--- config.mk ---
export PLATFORM = sky130hd
export DESIGN_NAME = fs_dither_engine
export DESIGN_NICKNAME = d
export VERILOG_FILES = /design/src/rtl/fs_dither_pkg.sv /design/src/rtl/fs_err_linebuf.sv /design/src/rtl/fs_dither_engine.sv
export SDC_FILE = /design/constraint.sdc
export NUM_CORES = 1
export LEC_CHECK = 0
export BUFFER_PORTS_ARGS = -buffer_cell sky130_fd_sc_hd__buf_2
export CORE_ASPECT_RATIO = 0.7
export CORE_MARGIN = 5
export CORE_UTILIZATION = 41
export CTS_CLUSTER_SIZE = 30
export DETAILED_ROUTE_END_ITERATION = 10
export GPL_ROUTABILITY_DRIVEN = 0
export PLACE_DENSITY = 0.59
export SETUP_SLACK_MARGIN = 0.4
export SLEW_MARGIN = 30
export SYNTH_ARGS = -nofsm -noshare
export SYNTH_HDL_FRONTEND = slang
export SYNTH_SLANG_ARGS = --single-unit
--- constraint.sdc ---
create_clock -name clk -period 17.6 [get_ports clk]
set_clock_uncertainty 0.15 [all_clocks]
set_input_delay 0 -clock clk [delete_from_list [all_inputs] [get_ports clk]]
set_output_delay 0 -clock clk [all_outputs]
set_load 0.05 [all_outputs]
--- src/rtl/fs_dither_pkg.sv ---
// rtl/fs_dither_pkg.sv - shared types and constants for the Floyd-Steinberg dither engine
package fs_dither_pkg;

    // Error numerators: worst case |3e+5e+1e| + |7e| with |e| <= 127 stays below 2^11
    localparam int ERR_W = 13;

    typedef logic signed [ERR_W-1:0] err_t;

    // Diffusion weights over a denominator of 16
    localparam err_t W_R  = err_t'(7);
    localparam err_t W_DL = err_t'(3);
    localparam err_t W_D  = err_t'(5);
    localparam err_t W_DR = err_t'(1);

    localparam int   ERR_SHIFT = 4;
    localparam err_t WHITE     = err_t'(255);

endpackage

--- src/rtl/fs_err_linebuf.sv ---
// rtl/fs_err_linebuf.sv - one-row store of accumulated error numerators
//
// Ports:
//   clk      system clock
//   rd_addr  column to read (combinational read)
//   rd_data  stored numerator for rd_addr
//   wr_en    commit wr_data to wr_addr on the rising edge
//   wr_addr  column to write
//   wr_data  numerator to store
module fs_err_linebuf
    import fs_dither_pkg::*;
#(
    parameter int DEPTH = 64,
    localparam int AW   = $clog2(DEPTH)
) (
    input  logic          clk,
    input  logic [AW-1:0] rd_addr,
    output err_t          rd_data,
    input  logic          wr_en,
    input  logic [AW-1:0] wr_addr,
    input  err_t          wr_data
);

    // No reset: row 0 of every frame ignores the contents
    err_t mem [DEPTH];

    assign rd_data = mem[rd_addr];

    always_ff @(posedge clk) begin
        if (wr_en) begin
            mem[wr_addr] <= wr_data;
        end
    end

endmodule

--- src/rtl/fs_dither_engine.sv ---
// rtl/fs_dither_engine.sv - streaming Floyd-Steinberg error-diffusion to 1-bit output
//
// Ports:
//   clk, rst               clock, asynchronous active-low reset
//   in_valid/in_ready      input handshake, in_pixel is 8-bit unsigned grayscale
//   out_valid/out_ready    output handshake
//   out_bit, out_pixel     dithered pixel (1 = white / 255)
//   out_sof, out_eof       first / last pixel of the frame
module fs_dither_engine
    import fs_dither_pkg::*;
#(
    parameter int IMAGEX    = 64,
    parameter int IMAGEY    = 64,
    parameter int RGB_SIZE  = 8,
    parameter int THRESHOLD = 128
) (
    input  logic                clk,
    input  logic                rst,
    input  logic                in_valid,
    output logic                in_ready,
    input  logic [RGB_SIZE-1:0] in_pixel,
    output logic                out_valid,
    input  logic                out_ready,
    output logic                out_bit,
    output logic [RGB_SIZE-1:0] out_pixel,
    output logic                out_sof,
    output logic                out_eof
);

    localparam int XW = $clog2(IMAGEX);
    localparam int YW = $clog2(IMAGEY);
    localparam logic [XW-1:0] X_LAST = XW'(IMAGEX - 1);
    localparam logic [YW-1:0] Y_LAST = YW'(IMAGEY - 1);
    localparam err_t THR = err_t'(THRESHOLD);

    logic [XW-1:0] x;
    logic [YW-1:0] y;
    err_t carry, p0, p1;

    logic          accept;
    logic          x_first, x_last, y_first;
    err_t          rb_rd, acc, corr, clamped, e;
    logic          pix_bit;
    logic [XW-1:0] wr_addr;
    err_t          wr_data;

    assign in_ready = ~out_valid | out_ready;
    assign accept   = in_valid & in_ready;

    fs_err_linebuf #(.DEPTH(IMAGEX)) u_linebuf (
        .clk     (clk),
        .rd_addr (x),
        .rd_data (rb_rd),
        .wr_en   (accept),
        .wr_addr (wr_addr),
        .wr_data (wr_data)
    );

    always_comb begin
        x_first = (x == '0);
        x_last  = (x == X_LAST);
        y_first = (y == '0);

        acc  = (y_first ? err_t'(0) : rb_rd) + (x_first ? err_t'(0) : carry);
        corr = err_t'({{(ERR_W-RGB_SIZE){1'b0}}, in_pixel}) + (acc >>> ERR_SHIFT);

        clamped = corr;
        if (corr[ERR_W-1]) begin
            clamped = '0;
        end else if (corr > WHITE) begin
            clamped = WHITE;
        end

        pix_bit = (clamped >= THR);
        e       = clamped - (pix_bit ? WHITE : err_t'(0));

        // The last column's down contribution is held in p0 across the row
        // end and written at the next x==0, where the 3e write is dropped
        // anyway; this keeps the buffer to a single write port.
        if (x_first) begin
            wr_addr = X_LAST;
            wr_data = p0;
        end else begin
            wr_addr = x - XW'(1);
            wr_data = p0 + W_DL * e;
        end
    end

    always_ff @(posedge clk or negedge rst) begin
        if (!rst) begin
            x         <= '0;
            y         <= '0;
            carry     <= '0;
            p0        <= '0;
            p1        <= '0;
            out_valid <= 1'b0;
            out_bit   <= 1'b0;
            out_pixel <= '0;
            out_sof   <= 1'b0;
            out_eof   <= 1'b0;
        end else if (accept) begin
            p0        <= p1 + W_D * e;
            p1        <= x_last ? err_t'(0) : W_DR * e;
            carry     <= x_last ? err_t'(0) : W_R * e;
            x         <= x_last ? '0 : x + XW'(1);
            if (x_last) begin
                y <= (y == Y_LAST) ? '0 : y + YW'(1);
            end
            out_valid <= 1'b1;
            out_bit   <= pix_bit;
            out_pixel <= pix_bit ? {RGB_SIZE{1'b1}} : '0;
            out_sof   <= x_first & y_first;
            out_eof   <= x_last & (y == Y_LAST);
        end else if (out_ready) begin
            out_valid <= 1'b0;
        end
    end

endmodule

-- Word level (Yosys, flattened, before mapping)
Memories as Yosys holds them, arrays and structs flattened.
Cells that the tools add are included.
- add/sub/neg operators: 8
- multiply operators: 3
- $lt $le $gt $ge: 2
- equal/unequal tests: 2
- muxes and demuxes: 16
- bitwise gates (word level): 5
- reduce and logical (&&, ||, !) cells: 4
- operator list (kind ; count):
    $mux 13 ; 5
    $add 13x13->13 ; 3
    $mul 4x13->13 const A ; 2
    $mux 12 ; 2
    $mux 6 ; 3
    $mux 8 ; 2
    $ge 13x9->1 const B ; 1
    $mul 3x13->13 const A ; 1
    $sub 13x9->13 ; 1
    $add 6x1->6 const B ; 2
    $eq 6x6->1 const B ; 2
    $logic_not 6->1 ; 2
    $add 9x9->10 ; 1
    $gt 10x9->1 const B ; 1
    $sub 6x1->6 const B ; 1
    $mux 1 ; 4
    $and 1x1->1 ; 3
    $reduce_and 2->1 ; 1
    $reduce_bool 2->1 ; 1
    $not 1->1 ; 1
    $or 1x1->1 ; 1
- register bits after elaboration: 63
- bits in writable memories: 832
- bits of input ports: 12
- output and inout bits: 13
- word-level logic and storage cells: 51
- memories kept: 1
- memories (name ; depth ; bits a word ; rd ports ; clocked after Yosys merged registers in ; write ports ; line ; source):
    u_linebuf.mem ; 64 ; 13 ; 1 ; 0 ; 1 ; fs_err_linebuf.sv:25 ; err_t mem [DEPTH];

-- Depth between registers and ports, before layout
Gate-level depths: netlist (run 1).
- word-level depth: 13
- gate-level depth with buffers: 53
- mapped depth without buffers: 47

-- By module
A second synthesis (run 1) with hierarchy kept.
- cells, all modules: 2139
- area total of the unflattened synthesis: 38414.3 um2
- by module, submodules not included (module ; instances ; cells each ; area each (um2) ; seq. area each (um2)):
    fs_err_linebuf ; 1 ; 1389 ; 32084.5 ; 24984.0
    fs_dither_engine ; 1 ; 750 ; 6329.8 ; 1351.3

-- Least setup slack after synthesis (run 1)
Ideal clock, no wire load.
- kind: register -> register
- start: reg x[0]
- end: mem u_linebuf.mem[0][12] (netlist bit), data pin
- setup time: 702 ps
- data arrival time: 12640 ps
- required time: 16748 ps
- setup slack: 4108 ps
- stages on the path, launching flop included: 50
- buffers on the path: 6
- clock period less this slack: 13492 ps
- cells stage by stage: dfrtp_1 > buf_6 > buf_12 > buf_12 > buf_6 > clkbuf_1 > mux4_2 > mux4_2 > mux4_2 > nor2b_1 > ha_1 > nand4_1 > or3_1 > o211ai_1 > a21oi_1 > nor2b_1 > o21a_1 > nor2_1 > [14 not listed] > a21boi_0 > o21ai_0 > a21boi_0 > o21ai_0 > nand2b_1 > clkbuf_1 > inv_1 > ha_1 > inv_1 > fa_1 > inv_1 > ha_1 > nor2_1 > nor2_1 > o31a_1 > o41ai_1 > xnor2_1 > o21ai_0
- longest elaborated chain between the ends: 13
- elaborated cells between the ends (all ways): 15
- classes of those cells: 4 x add/sub; 1 x mul; 2 x order compare; 6 x mux; 1 x reduce/logical; 1 x memory
- ends and longest elaborated chain (element ; line ; source):
    start, declared ; fs_dither_engine.sv:36 ; logic [XW-1:0] x;
    start signal, assigned ; fs_dither_engine.sv:105 ; x <= x_last ? '0 : x + XW'(1);
    $mem_v2 64x13 or $logic_not 6->1 (tied branches) ; - ;
    $mux 13 ; fs_dither_engine.sv:64 ; acc = (y_first ? err_t'(0) : rb_rd) + (x_first ? err_t'(0) : carry);
    $add 13x13->13 (*) ; fs_dither_engine.sv:64 ;
    $add 9x9->10 (*) ; fs_dither_engine.sv:65 ; corr = err_t'({{(ERR_W-RGB_SIZE){1'b0}}, in_pixel}) + (acc >>> ERR_SHIFT);
    $gt 10x9->1 ; fs_dither_engine.sv:70 ; end else if (corr > WHITE) begin
    $mux 12 ; fs_dither_engine.sv:70 ;
    $mux 12 (*) ; fs_dither_engine.sv:68 ; if (corr[ERR_W-1]) begin
    $ge 13x9->1 (*) ; fs_dither_engine.sv:74 ; pix_bit = (clamped >= THR);
    net pix_bit ; fs_dither_engine.sv:43 ; logic pix_bit;
    $mux 8 (*) ; fs_dither_engine.sv:75 ; e = clamped - (pix_bit ? WHITE : err_t'(0));
    $sub 13x9->13 (*) ; fs_dither_engine.sv:75 ;
    $mul 3x13->13 (*) ; fs_dither_engine.sv:85 ; wr_data = p0 + W_DL * e;
    $add 13x13->13 (*) ; fs_dither_engine.sv:85 ;
    $mux 13 (*) ; fs_dither_engine.sv:80 ; if (x_first) begin
    net u_linebuf.wr_data[12] ; fs_err_linebuf.sv:21 ; input err_t wr_data
    end, declared ; fs_err_linebuf.sv:25 ;
Mark *: on every way through the listed nets, which the timed path passes. The rest lies on a longest branch.

-- Final worst setup path (run 1)
- start: reg x[0]
- end: mem u_linebuf.mem[46][12] (netlist bit), data pin
- longest elaborated chain between the ends: 13
- elaborated cells between the ends (all ways): 15
- classes of those cells: 4 x add/sub; 1 x mul; 2 x order compare; 6 x mux; 1 x reduce/logical; 1 x memory
- ends and longest elaborated chain (element ; line):
    $mem_v2 64x13 or $logic_not 6->1 (tied branches) ; -
    $mux 13 ; fs_dither_engine.sv:64
    $add 13x13->13 ; fs_dither_engine.sv:64
    $add 9x9->10 ; fs_dither_engine.sv:65
    $gt 10x9->1 ; fs_dither_engine.sv:70
    $mux 12 ; fs_dither_engine.sv:70
    $mux 12 ; fs_dither_engine.sv:68
    $ge 13x9->1 ; fs_dither_engine.sv:74
    $mux 8 ; fs_dither_engine.sv:75
    $sub 13x9->13 ; fs_dither_engine.sv:75
    $mul 3x13->13 ; fs_dither_engine.sv:85
    $add 13x13->13 ; fs_dither_engine.sv:85
    $mux 13 (*) ; fs_dither_engine.sv:80
    net u_linebuf.wr_data[12] ; fs_err_linebuf.sv:21
Marks and branches as above.

==> results of run 1 <==
==> per-layer routing <==
metal,up-vias,wire length [um]
met5,-,0
met1,10263,43200
met4,0,1510
met2,649,39900
li1,8333,-
met3,98,7180
==> layout make-up <==
| type | instances | area [um2] |
|---|---|---|
| antenna | 6 | 15.0 |
| sequential | 886 | 26400 |
| fill | 7684 | 49200 |
| multi-input combinational | 955 | 11300 |
| clock buffer | 106 | 2250 |
| tap | 1235 | 1550 |
| clock inverter | 51 | 407 |
| timing repair buffer | 97 | 732 |
| inverter | 128 | 480 |
==> flip-flops by register name, summed over array words and instances (netlist names) <==
name	cells
out_sof	1
out_eof	1
carry	13
y	6
p0	13
u_linebuf.mem	832
x	6
out_valid	1
out_pixel	1
p1	12
==> placed cells by master, fill, tap and decap left out, drive strengths merged, types with 17 or more instances in the layout <==
master,synthesis,final
edfxtp,832,832
mux4,257,257
inv,127,131
nor2,108,108
clkbuf,39,106
nand2,99,99
ha,92,92
buf,57,88
o21ai,57,57
dfrtp,54,54
a21oi,49,49
clkinv,1,39
xnor2,37,37
fa,33,33
nor2b,21,21
mux2i,19,19
and2,17,17
==> cell families after synthesis <==
| family | count (synthesis) |
|---|---|
| AOI/OAI and AO/OA | 192 |
| muxes | 277 |
| adders and majority gates | 125 |
| and+or+nand+nor | 307 |
| xor gates and xnor gates | 54 |
| buffers and inverters | 224 |
| DFF | 886 |
==> what timing repair did <==
item | CTS | global route
resized for setup | 0 | 0
endpoints found under the hold margin | 101 | 0
hold buffers | 9 | 0
==> final timing paths <==
kind	startpoint	to	slack (ns)	cells after the start
min in group asynchronous	rst	p1[12]$_DFFE_PN0P_	0.45	4
worst max-delay path	x[0]$_DFFE_PN0P_	u_linebuf.mem[46][12]$_DFFE_PP_	4.60	44
worst min register to register	out_sof$_DFFE_PN0P_	out_sof$_DFFE_PN0P_	0.32	2
worst max register to register	x[0]$_DFFE_PN0P_	u_linebuf.mem[46][12]$_DFFE_PP_	4.60	44
worst min-delay path	in_pixel[6]	out_pixel[6]$_DFFE_PN0P_	0.12	6
max in group asynchronous	rst	x[2]$_DFFE_PN0P_	16.21	4
==> stage by stage <==
stage,cell area (um2),hold slack (ns)
finish,43000,0.117
CTS,43000,0.0509
floorplan,38200,-0.446
detailed placement,40200,0.0755
global placement,40200,0.0632
global route,43000,0.139
==> worst min-delay path: stages <==
cell	delay [ns]
buf_2	0.09
ha_1	0.16
o21a_1	0.13
nor2_1	0.07
mux2i_1	0.27
a211o_1	0.17
==> impl_metrics.py, run 1 <==
metrics = {
    "synth": {
        "synth_top_cell_by_area": "edfxtp_1",
        "synthSimpleGateAreaFrac_pct": 3.62,
        "synth_compound_area_share_pct": 3.16,
        "yosys-top-cells-area": "edfxtp_1 (65%), mux4_2 (15%), dfrtp_1 (3.5%)",
        "synth.avg_cell_area_um2": 18.5,
        "synthXorXnorAreaFrac_pct": 1.33,
        "synthDistinctLibCells": 64,
        "async_flop_share_pct": 6.09,
        "synthCells": 2065,
        "syn_area_um2": 38200,
        "synthFlopType": "edfxtp_1",
        "synth.most_common_cell": "edfxtp_1",
        "yosysSeqAreaShare_pct": 68.9,
        "synth_top_family_by_area": "multiplexers",
        "synth_fp_nets": 2202,
        "synth.mux.area_fraction_pct": 15.7,
        "synth-seq-cells": 886,
        "synth_common_cells": "edfxtp_1 (832), mux4_2 (252), inv_1 (127)",
        "synth_warnings": 0,
        "synth_fa_ha_area_share_pct": 4.74,
        "synth_top_area_share_pct": 65.3,
        "synth_edf_count": 832,
    },
    "final_layout": {
        "nets": 2289,
        "layoutNonFillerInstCount": 3464,
        "syn2layout_area_growth_pct": 12.6,
        "drive_gt1_share_pct": 23.5,
        "final_util_pct": 46.7,
    },
    "route": {
        "drc": 0,
        "drt_pass1_iterations": 6,
        "routed_wl_mm": 91.8,
        "vias": 19343,
        "drtAntennaViolNets": 0,
        "viasPerCell": 5.58,
        "drt_iter0_markers": 1897,
        "avgRoutedWirePerCell_um": 26.5,
    },
    "die": {
        "die-area_um2": 99600,
        "initial_core_util_pct": 41.4,
        "chipHeight_um": 266,
        "die_w_um": 375,
        "rows": 93,
        "pin_count": 25,
        "core_um2": 92300,
    },
    "timing": {
        "fin_ws_ns": 4.60,
        "finalCritPeriodShare_pct": 73.9,
        "tightest_slew_ns": 1.03,
        "tns_ns": 0,
        "hold_violations": 0,
        "fmax_mhz": 76.9,
        "grt_setup_unrepaired": "false",
        "setup_viol": 0,
        "post-route-min-period_ns": 13.00,
        "slew-limit-headroom_pct": 30.9,
        "slew_viol_final": 0,
    },
    "critical_path": {
        "cp_top_family": "compound AO/OA/AOI/OAI gates",
        "cpMostUsedCell": "ha_1",
        "end_kind": "flop",
        "slowest_stage": "dfrtp_4",
        "worstPathRequired_ns": 17.81,
        "cpPeakStageDelay_ns": 0.96,
        "path_class": "reg2reg",
        "critPathBufInv": 5,
        "crit_arrival_ns": 13.21,
        "startpoint_type": "flop",
        "crit_fanout": 78,
    },
    "global_routing": {
        "grt_pass1_wl_mm": 135,
        "grt_use_total_pct": 18.5,
        "antenna_found_initial": 4,
        "use_met3_pct": 4.26,
        "busiest_layer": "met1",
        "grt_util_met1_pct": 29.3,
        "grtUsageMet2_pct": 26.4,
        "grt_max_degree": 85,
        "grt_pass1_vias": 19595,
        "overflow": 0,
    },
    "clock_network": {
        "htree_num_levels": 3,
        "numCtsBuffers": 84,
        "cts_buffer_depth": 3,
        "post-cts-setup-buffers": 0,
        "cts-root-buf": "clkbuf_16",
        "clock_sinks": 886,
        "insertion_delay_ns": 0.66,
        "cts_tree": "yes",
        "path_clk_slew_ns": 0.07,
    },
    "min_path": {
        "hold_class": "in2reg",
    },
    "place": {
        "pre_cts_slack_ns": 4.41,
        "dpl.hpwl_mm": 56.9,
        "dp.cells": 3291,
        "port_buffers": 24,
    },
    "status": {
        "outcome": "completed",
    },
    "flow_run": {
        "drv_cap": 0,
    },
}
Power of run 1 is left out: the tool's default activity adds up to more than one toggle a clock period on the data nets, which glitch-free logic cannot reach.
==> run 2, diff against run 1 <==
clock period = 12.93 ns   (was 17.6 ns; I/O delays follow)
==> impl_metrics.py, run 2 (synthesis results as in run 1) <==
metrics = {
    "global_routing": {
        "antenna_found_initial": 3,
        "grt_util_met1_pct": 29.2,
        "busiest_layer": "met1",
        "grt_pass1_wl_mm": 137,
        "grt_pass1_vias": 19556,
        "overflow": 0,
        "grt_max_degree": 65,
        "grtUsageMet2_pct": 26.6,
        "grt_use_total_pct": 18.8,
        "use_met3_pct": 4.55,
    },
    "status": {
        "outcome": "completed",
    },
    "timing": {
        "tns_ns": 0,
        "finalCritPeriodShare_pct": 89.9,
        "fmax_mhz": 86.1,
        "hold_violations": 0,
        "slew-limit-headroom_pct": 30.9,
        "grt_setup_unrepaired": "false",
        "post-route-min-period_ns": 11.62,
        "tightest_slew_ns": 1.03,
        "setup_viol": 0,
        "slew_viol_final": 0,
    },
    "flow_run": {
        "drv_cap": 0,
    },
    "final_layout": {
        "regMostFlops": "u_linebuf.mem",
        "syn2layout_area_growth_pct": 13.3,
        "drive_gt1_share_pct": 24.8,
        "largest_reg_flops": 832,
        "final_util_pct": 47.0,
        "top_regs": "u_linebuf.mem (832), carry (13), p0 (13)",
        "layout_common_cells": "edfxtp_1 (832), mux4_2 (252), inv_1 (127), nand2_1 (96), ha_1 (92)",
        "nets": 2312,
        "final_common_cell": "edfxtp_1",
    },
    "die": {
        "core_um2": 92300,
        "pin_count": 25,
        "die_w_um": 375,
        "rows": 93,
        "initial_core_util_pct": 41.4,
        "chipHeight_um": 266,
        "die-area_um2": 99600,
    },
    "critical_path": {
        "path_class": "reg2reg",
        "worstPathRequired_ns": 13.14,
        "end_kind": "flop",
        "slowest_stage": "dfrtp_4",
        "startpoint_type": "flop",
        "ff2ff_setup_slack_ns": 1.31,
        "cpPeakStageDelay_ns": 0.80,
        "crit_arrival_ns": 11.83,
        "crit_fanout": 64,
    },
    "route": {
        "drc": 0,
        "viasPerCell": 5.63,
        "vias": 19553,
        "routed_wl_mm": 93.5,
        "drt_iter0_markers": 1936,
        "drt_pass1_iterations": 5,
        "avgRoutedWirePerCell_um": 26.9,
        "drtAntennaViolNets": 0,
    },
    "clock_network": {
        "htree_num_levels": 3,
        "insertion_delay_ns": 0.67,
        "cts_resized": 0,
        "cts_buffer_depth": 3,
        "path_clk_slew_ns": 0.06,
        "cts_tree": "yes",
        "numCtsBuffers": 83,
        "clock_sinks": 886,
        "cts-root-buf": "clkbuf_16",
    },
    "min_path": {
        "hold_class": "in2reg",
    },
    "place": {
        "port_buffers": 24,
        "dpl.hpwl_mm": 58.7,
    },
}
run 2: path summary, 6_finish.rpt:
path	from	to	depth (start not counted)
worst max-delay path	x[1]$_DFFE_PN0P_	u_linebuf.mem[27][11]$_DFFE_PP_	47
worst min-delay path	out_ready	out_sof$_DFFE_PN0P_	6
worst max register to register	x[1]$_DFFE_PN0P_	u_linebuf.mem[27][11]$_DFFE_PP_	47
worst min register to register	out_sof$_DFFE_PN0P_	out_sof$_DFFE_PN0P_	2
max in group asynchronous	rst	x[3]$_DFFE_PN0P_	4
min in group asynchronous	rst	out_pixel[6]$_DFFE_PN0P_	4
run 2: timing repair:
| action | in CTS | in global routing |
|---|---|---|
| buffers inserted | 0 | 1 |
| hold buffers | 7 | 0 |
| hold endpoints to repair | 101 | 0 |
| endpoints found under the setup margin | 0 | 88 |
run 2: metrics by stage:
stage               cell area (um2)  instances  worst slack [ns]  hold WS, ns
finish                        43300       3476              1.31       0.0427
detailed placement            40600       3317              1.23       0.0763
floorplan                     38200       2065             0.530       -0.446
CTS                           43300       3474              1.16      0.00124
global placement              40400       3314             0.999       0.0713
global route                  43300       3475             0.467       0.0917
run 2: layout make-up:
class	instances	area, um2
clock buffers	101	2190
inverters	128	480
diodes	1	2.50
flip-flops and latches	886	26400
multi-input cells	955	11300
repair buffers	121	988
clock inverters	49	455
well taps	1235	1550
fillers	7743	48900
run 2: layer usage:
| metal | vias up | part of all wire [%] |
|---|---|---|
| met5 | - | 0 |
| met4 | 0 | 2.2 |
| met3 | 114 | 7.7 |
| met2 | 642 | 43 |
| met1 | 10434 | 47 |
| li1 | 8363 | - |
run 2: worst max-delay path, delay by kind of cell (launching register included):
| kind | cells | cell delay (ns) |
|---|---|---|
| buffers and inverters | 7 | 1.38 |
| xor gates and xnor gates | 2 | 0.27 |
| AOI/OAI and AO/OA | 18 | 3.09 |
| DFF | 1 | 0.80 |
| muxes | 4 | 1.63 |
| adders and majority gates | 6 | 1.97 |
| and+or+nand+nor | 10 | 1.88 |
Power of run 2 is left out for the same reason.
==> run 3, diff against run 2 <==
ABC_AREA = 1   (was default)
BUFFER_PORTS_ARGS = -buffer_cell sky130_fd_sc_hd__clkbuf_2   (was -buffer_cell sky130_fd_sc_hd__buf_2)
==> impl_metrics.py, run 3 <==
metrics = {
    "status": {
        "outcome": "completed",
    },
    "synth": {
        "synth_fp_nets": 3476,
        "synth_common_cells": "edfxtp_1 (832), nor2_1 (551), o21ai_0 (423)",
        "synthCells": 3339,
        "yosys-top-cells-area": "edfxtp_1 (64%), o21ai_0 (5.4%), nor2_1 (5.3%)",
        "synth_top_area_share_pct": 63.9,
        "syn_area_um2": 39100,
        "synth-seq-cells": 886,
        "synth_warnings": 0,
        "synthDistinctLibCells": 46,
        "async_flop_share_pct": 6.09,
        "synth.avg_cell_area_um2": 11.7,
        "synth.most_common_cell": "edfxtp_1",
        "synth_edf_count": 832,
        "synthFlopType": "edfxtp_1",
        "yosysSeqAreaShare_pct": 67.4,
        "synth_top_cell_by_area": "edfxtp_1",
    },
    "critical_path": {
        "slowest_stage": "dfrtp_4",
        "cpPeakStageDelay_ns": 0.81,
        "worstPathRequired_ns": 13.14,
        "end_kind": "flop",
        "path_class": "reg2reg",
        "startpoint_type": "flop",
        "crit_arrival_ns": 11.92,
        "cpMostUsedCell": "nand2_1",
        "crit_fanout": 149,
    },
    "place": {
        "port_buffers": 24,
        "dpl.hpwl_mm": 63.7,
        "dp.cells": 4504,
    },
    "final_layout": {
        "drive_gt1_share_pct": 8.79,
        "layout_common_cells": "edfxtp_1 (832), nor2_1 (522), o21ai_0 (414), nand2_1 (393), inv_1 (216)",
        "layoutNonFillerInstCount": 4662,
        "final_common_cell": "edfxtp_1",
        "syn2layout_area_growth_pct": 11.8,
        "largest_reg_flops": 832,
        "diodes": 0,
        "top_regs": "u_linebuf.mem (832), carry (13), p0 (13)",
        "regMostFlops": "u_linebuf.mem",
        "nets": 3485,
    },
    "die": {
        "pin_count": 25,
        "die-area_um2": 102000,
        "chipHeight_um": 268,
        "die_w_um": 379,
        "initial_core_util_pct": 41.4,
        "core_um2": 94300,
        "rows": 94,
    },
    "clock_network": {
        "numCtsBuffers": 82,
        "cts_tree": "yes",
        "post-cts-setup-buffers": 0,
        "clock_sinks": 886,
        "cts_buffer_depth": 3,
        "htree_num_levels": 3,
        "cts-root-buf": "clkbuf_16",
        "path_clk_slew_ns": 0.06,
        "insertion_delay_ns": 0.66,
    },
    "timing": {
        "tns_ns": 0,
        "slew_viol_final": 0,
        "tightest_slew_ns": 0.999,
        "hold_violations": 0,
        "holdWs_ns": 0.0544,
        "setup_viol": 0,
        "fmax_mhz": 85.3,
        "grt_setup_unrepaired": "false",
        "slew-limit-headroom_pct": 33.3,
        "finalCritPeriodShare_pct": 90.6,
        "post-route-min-period_ns": 11.72,
    },
    "route": {
        "viasPerCell": 5.57,
        "drc": 0,
        "drtAntennaViolNets": 0,
        "vias": 25990,
        "avgRoutedWirePerCell_um": 22.9,
        "drt_pass1_iterations": 5,
        "drt_iter0_markers": 3015,
        "routed_wl_mm": 107,
    },
    "global_routing": {
        "grt_pass1_vias": 24114,
        "antenna_found_initial": 1,
        "overflow": 0,
        "grt_use_total_pct": 20.8,
        "grt_max_degree": 150,
        "grt_pass1_wl_mm": 159,
    },
    "flow_run": {
        "drv_cap": 0,
    },
    "min_path": {
        "hold_class": "in2reg",
    },
}
-- run 3: area by class of cell --
type,instances,area [um2]
multi-input combinational,2036,11200
timing repair buffer,117,938
tap,1248,1560
inverter,225,866
fill,8512,50600
sequential,886,26300
clock buffer,100,2210
clock inverter,50,534
-- run 3: through the flow --
step	setup slack [ns]	util (%)	instance area, um2
2_1_floorplan	0.817	-	39100
4_1_cts	1.30	46.3	43700
6_report	1.21	46.3	43700
3_5_place_dp	1.63	43.3	40800
5_1_grt	0.413	46.3	43700
3_3_place_gp	1.80	43.3	40800
-- run 3: kinds of logic (layout without fill, tap and decap cells) --
logic type | count (synthesis) | in the layout | share of synthesized area, %
buffers and inverters | 417 | 492 | 4.49
flip-flops | 886 | 886 | 67.4
AND/OR/NAND/NOR | 1075 | 1075 | 10.9
AO/OA/AOI/OAI | 795 | 795 | 11.7
XOR/XNOR | 41 | 41 | 0.919
adder cells (fa/ha/maj) | 125 | 125 | 4.64
-- run 3: final timing paths --
kind	endpoint	cells past startpoint	slack, ns	startpoint
worst max-delay path	u_linebuf.mem[50][11]$_DFFE_PP_	48	1.21	x[0]$_DFFE_PN0P_
worst min-delay path	out_pixel[6]$_DFFE_PN0P_	8	0.05	in_pixel[6]
worst max register to register	u_linebuf.mem[50][11]$_DFFE_PP_	48	1.21	x[0]$_DFFE_PN0P_
worst min register to register	carry[9]$_DFFE_PN0P_	2	0.34	carry[9]$_DFFE_PN0P_
max in group asynchronous	x[1]$_DFFE_PN0P_	4	11.53	rst
min in group asynchronous	p1[7]$_DFFE_PN0P_	4	0.50	rst
-- run 3: critical path: cells and delay by family, from the launching register on --
kind | cells | cell delay [ns]
compound gates | 13 | 2.71
fa+ha+maj | 7 | 2.43
simple gates | 17 | 2.04
buf+inv | 7 | 1.99
xor+xnor | 4 | 1.02
flops | 1 | 0.81
-- run 3: what timing repair did --
| item | in CTS | in global routing |
|---|---|---|
| endpoints found under the hold margin | 86 | 0 |
| hold buffers | 8 | 0 |
| resized for setup | 0 | 3 |
| endpoints found under the setup margin | 0 | 184 |
-- run 3: layer usage --
layer / global-route usage, % / vias to the layer above / part of all wire (%)
li1: - / 11930 / -
met1: 33.3 / 12783 / 48
met2: 28.4 / 1109 / 41
met3: 4.53 / 166 / 9.5
met4: 5.54 / 2 / 2.2
met5: 0 / - / 0.011
Power of run 3 is left out for the same reason.
